==> src/rtl/nibble_serial_pkg.sv <==
// Shared constants and state encoding for the nibble-serial adder.
package nibble_serial_pkg;

  localparam int unsigned NIBBLE_W = 4;

  typedef enum logic [1:0] {
    IDLE = 2'd0,
    ADD  = 2'd1,
    DONE = 2'd2
  } state_e;

endpackage

==> src/rtl/adder_4bit.sv <==
// 4-bit ripple-carry adder stage reused by the nibble-serial adder.
module adder_4bit
  import nibble_serial_pkg::*;
(
  input  logic [NIBBLE_W-1:0] i_a,
  input  logic [NIBBLE_W-1:0] i_b,
  input  logic                i_cin,
  output logic [NIBBLE_W-1:0] o_sum,
  output logic                o_cout
);

  logic [NIBBLE_W:0] w_c;

  always_comb begin
    w_c[0] = i_cin;
    for (int i = 0; i < NIBBLE_W; i++) begin
      o_sum[i]  = i_a[i] ^ i_b[i] ^ w_c[i];
      w_c[i+1]  = (i_a[i] & i_b[i]) | (w_c[i] & (i_a[i] ^ i_b[i]));
    end
    o_cout = w_c[NIBBLE_W];
  end

endmodule

==> src/rtl/nibble_serial_adder.sv <==
// Wide adder that streams operands one nibble per clock through a single adder_4bit.
// Define NIBBLE_SERIAL_SIGNED_OVF_EN to report two's-complement overflow instead of carry-out.
module nibble_serial_adder
  import nibble_serial_pkg::*;
#(
  parameter  int unsigned NIBBLES = 4,
  localparam int unsigned WIDTH   = NIBBLE_W * NIBBLES
) (
  input  logic             clk,
  input  logic             n_rst,
  input  logic             start,
  input  logic [WIDTH-1:0] a,
  input  logic [WIDTH-1:0] b,
  input  logic             carry_in,
  output logic             busy,
  output logic             done,
  output logic [WIDTH-1:0] sum,
  output logic             overflow
);

  localparam int unsigned IDX_W = $clog2(NIBBLES);

  state_e             r_state, w_state_d;
  logic [WIDTH-1:0]   r_a, r_b, r_sum;
  logic [IDX_W-1:0]   r_idx;
  logic               r_carry, r_ovf, r_busy, r_done;
  logic               w_busy_d, w_done_d, w_last;
  logic [NIBBLE_W-1:0] w_a_nib, w_b_nib, w_nsum;
  logic               w_cout, w_ovf_final;

  assign w_last  = (r_idx == IDX_W'(NIBBLES - 1));
  assign w_a_nib = r_a[NIBBLE_W*r_idx +: NIBBLE_W];
  assign w_b_nib = r_b[NIBBLE_W*r_idx +: NIBBLE_W];

  adder_4bit u_adder (
    .i_a   (w_a_nib),
    .i_b   (w_b_nib),
    .i_cin (r_carry),
    .o_sum (w_nsum),
    .o_cout(w_cout)
  );

`ifdef NIBBLE_SERIAL_SIGNED_OVF_EN
  // On the last nibble w_nsum[NIBBLE_W-1] is the new sign bit of the full sum.
  assign w_ovf_final = (r_a[WIDTH-1] == r_b[WIDTH-1]) && (w_nsum[NIBBLE_W-1] != r_a[WIDTH-1]);
`else
  assign w_ovf_final = w_cout;
`endif

  always_ff @(posedge clk or negedge n_rst) begin
    if (!n_rst) begin
      r_state <= IDLE;
      r_busy  <= 1'b0;
      r_done  <= 1'b0;
    end else begin
      r_state <= w_state_d;
      r_busy  <= w_busy_d;
      r_done  <= w_done_d;
    end
  end

  always_comb begin
    w_state_d = r_state;
    unique case (r_state)
      IDLE:    if (start) w_state_d = ADD;
      ADD:     if (w_last) w_state_d = DONE;
      DONE:    w_state_d = IDLE;
      default: w_state_d = IDLE;
    endcase
  end

  // Flags follow the upcoming state so they line up with r_state after each edge.
  always_comb begin
    w_busy_d = (w_state_d == ADD);
    w_done_d = (w_state_d == DONE);
  end

  always_ff @(posedge clk or negedge n_rst) begin
    if (!n_rst) begin
      r_a     <= '0;
      r_b     <= '0;
      r_sum   <= '0;
      r_idx   <= '0;
      r_carry <= 1'b0;
      r_ovf   <= 1'b0;
    end else begin
      if (r_state == IDLE && start) begin
        r_a     <= a;
        r_b     <= b;
        r_carry <= carry_in;
        r_idx   <= '0;
        r_sum   <= '0;
      end else if (r_state == ADD) begin
        r_sum[NIBBLE_W*r_idx +: NIBBLE_W] <= w_nsum;
        r_carry <= w_cout;
        if (w_last) begin
          r_ovf <= w_ovf_final;
        end else begin
          r_idx <= r_idx + IDX_W'(1);
        end
      end
    end
  end

  assign busy     = r_busy;
  assign done     = r_done;
  assign sum      = r_sum;
  assign overflow = r_ovf;

endmodule

==> config.mk <==
export PLATFORM = sky130hd
export DESIGN_NAME = nibble_serial_adder
export DESIGN_NICKNAME = d
export VERILOG_FILES = /design/src/rtl/nibble_serial_pkg.sv /design/src/rtl/adder_4bit.sv /design/src/rtl/nibble_serial_adder.sv
export SDC_FILE = /design/constraint.sdc
export NUM_CORES = 1
export LEC_CHECK = 0
export ABC_AREA = 1
export CORE_UTILIZATION = 55
export CTS_CLUSTER_SIZE = 40
export DETAILED_ROUTE_END_ITERATION = 8
export GPL_ROUTABILITY_DRIVEN = 0
export PLACE_DENSITY = 0.85
export RECOVER_POWER = 25
export SKIP_LAST_GASP = 1
export SYNTH_ARGS = -nofsm -noshare
export SYNTH_HDL_FRONTEND = slang
export SYNTH_HIERARCHICAL = 1
export SYNTH_SLANG_ARGS = --single-unit
export TNS_END_PERCENT = 20
==> constraint.sdc <==
create_clock -name clk -period 7.84 [get_ports clk]
set_clock_uncertainty 0.2 [all_clocks]
set_input_delay 1.568 -clock clk [delete_from_list [all_inputs] [get_ports clk]]
set_output_delay 1.568 -clock clk [all_outputs]
set_load 0.02 [all_outputs]
==> flow_metrics.py <==
metrics = {
    "run_status": {
        "status": "finished, violations left",
        "violations": "capacitance limit, slew limit",
    },
    "setup_path": {
        "worst-path-max-fanout": 56,
        "critPathLaunchType": "primary input",
        "timing.rr.start": "r_idx[0]",
        "slowest_stage": "clkbuf_1",
        "crit_buf_inv": 2,
        "critPathRequiredTime_ns": 7.44,
        "crit_family": "buffers and inverters",
        "startpoint": "n_rst",
        "max_stage_delay_ns": 2.02,
        "worstPathCellList": "buf_2, clkbuf_1",
        "path_class": "in2async",
        "crit_arrival_ns": 3.71,
        "critPathCaptureType": "asynchronous set/reset pin",
    },
    "final_layout": {
        "nets": 445,
        "drive_gt1_share_pct": 3.49,
        "diodes": 0,
        "final_cell_mix": "nand2_1, dfrtp_1, clkdlybuf4s50_1",
        "fin_util_pct": 70.4,
        "synthToLayoutAreaGrowth_pct": 21.4,
        "final_common_cell": "nand2_1",
    },
    "clock_tree": {
        "clk_latency_ns": 0.32,
        "cts.sinks": 56,
        "cts_tree": "done",
        "cts_resized": 0,
        "clk_pin_slew_ns": 0.09,
        "cts_setup_buffers": 0,
        "cts_buffer_depth": 2,
        "root_buffer": "clkbuf_8",
        "cts_buffers": 5,
        "hold_buffers": 0,
        "htree_levels": 2,
    },
    "pwr": {
        "power_uw": 1440,
        "power.density_mw_per_mm2": 425,
        "swShare_pct": 46.3,
        "p_clk_share_pct": 11.3,
        "p_int_uw": 775,
        "seq_power_share_pct": 35.0,
        "comb_power_share_pct": 53.7,
        "peakVddDrop_mv": 0.177,
        "switching_power_uw": 668,
        "power_leakage_uw": 0.00175,
    },
    "logic_synthesis": {
        "synthesis.instances": 353,
        "synth_nets": 398,
        "postSynthAreaPerCell_um2": 7.91,
        "yosysSeqAreaShare_pct": 50.2,
        "synth_seq_cells": 56,
        "synthesis.area_mm2": 0.00279,
        "yosys_warnings": 6,
        "synth.distinct_cells": 23,
    },
    "die": {
        "initial_utilization_pct": 58.0,
        "io_pins": 55,
        "core_area_mm2": 0.00482,
        "rows": 25,
        "die_area_mm2": 0.00537,
        "die_y_um": 73.3,
        "dieWidth_um": 73.3,
    },
    "grt": {
        "grt_pass1_vias": 2161,
        "grt_pass1_wl_um": 9740,
        "antenna_found_initial": 0,
        "grt_max_degree": 57,
        "grt_usage_pct": 23.7,
        "grt.overflow.total": 0,
    },
    "timing": {
        "rsz0062_at_grt": "false",
        "tightest_slew_ns": 2.89,
        "setup_viol": 0,
        "relSlewSlack_pct": -92.4,
        "max_freq_mhz": 243,
        "drv_slew": 57,
        "hold_slack_ns": 0.283,
        "hold_viol_final": 0,
        "tns_ns": 0,
        "min_period_ns": 4.12,
        "timing.final.crit_share_pct": 52.5,
    },
    "route": {
        "drtIter0Drc": 177,
        "dr.pass1.iters": 5,
        "drc": 0,
        "routed_wl_um": 5660,
        "antenna_left": 0,
        "wl_per_cell_um": 12.1,
        "vias": 2339,
        "viasPerCell": 5.00,
    },
    "place": {
        "io_buffers": 54,
        "hpwlAfterDp_um": 3860,
    },
    "worst_hold_path": {
        "hold_class": "reg2reg",
        "min_from": "sum[2]",
    },
    "run": {
        "cap_viol_max_count": 1,
    },
}
## layer usage
metal	share of wire (%)	routed length [um]	track usage, %	vias to the layer above
met5	0	0	0	-
li1	-	-	-	1176
met2	50	2850	40.8	58
met4	1.4	82	7.63	0
met1	45	2540	31.0	1097
met3	3.3	189	3.43	8
## power by group through the flow
stage	Combinational (uW)	Sequential [uW]	Clock [uW]
2_1_floorplan	537	522	0
3_3_place_gp	737	505	0
3_5_place_dp	758	508	0
4_1_cts	774	503	165
5_1_grt	874	517	176
6_report	774	505	163
## cells in the mapped netlist, drive strengths merged
cell | number | share of area [%]
nand2 | 131 | 18
dfrtp | 56 | 50
nor2 | 39 | 5.6
inv | 35 | 4.8
o21ai | 29 | 5.2
nand3 | 26 | 4.8
buf | 14 | 3.9
a21oi | 9 | 1.6
ha | 5 | 2.2
fa | 4 | 2.9
nor3 | 2 | 0.36
clkbuf | 1 | 0.13
clkinv | 1 | 0.13
nand3b | 1 | 0.27
## layout make-up
type                    instances  area (um2)
fillers                       415        1430
flip-flops and latches         56        1400
multi-input cells             246        1140
repair buffers                 55         539
inverters                      36         138
well taps                      67        83.8
clock buffers                   6        82.6
clock inverters                 2        10.0
## cells by family (layout without fill, tap and decap cells)
logic type	after synthesis	in the layout	share of synthesized area (%)
simple gates	199	199	28.9
compound gates	38	38	6.81
flops	56	56	50.2
buf+inv	51	99	9.00
fa+ha+maj	9	9	5.11
## registers in the layout, indices dropped and copies added (netlist names)
name and flops:
done 1, r_state 2, sum 16, r_carry 1, r_a 16, r_idx 2, r_b 16, busy 1
overflow 1
## worst paths after layout
path | slack [ns] | depth (start not counted) | end
max in group clk | 4.03 | 17 | sum[11]
hold reg to reg | 0.28 | 2 | sum[2]
min in group asynchronous | 2.06 | 2 | sum[11]
setup / recovery | 3.72 | 2 | r_idx[1]
hold / removal | 0.28 | 2 | sum[2]
setup reg to reg | 4.03 | 17 | sum[11]
## metrics by stage
step                worst slack (ns)  cell area (um2)  std cells
floorplan                       4.74             2790        353
global placement                4.29             3310        460
detailed placement              4.16             3310        460
CTS                             4.09             3400        468
global route                    3.15             3390        468
finish                          3.72             3390        468
Power figures use the tool's default switching activity.
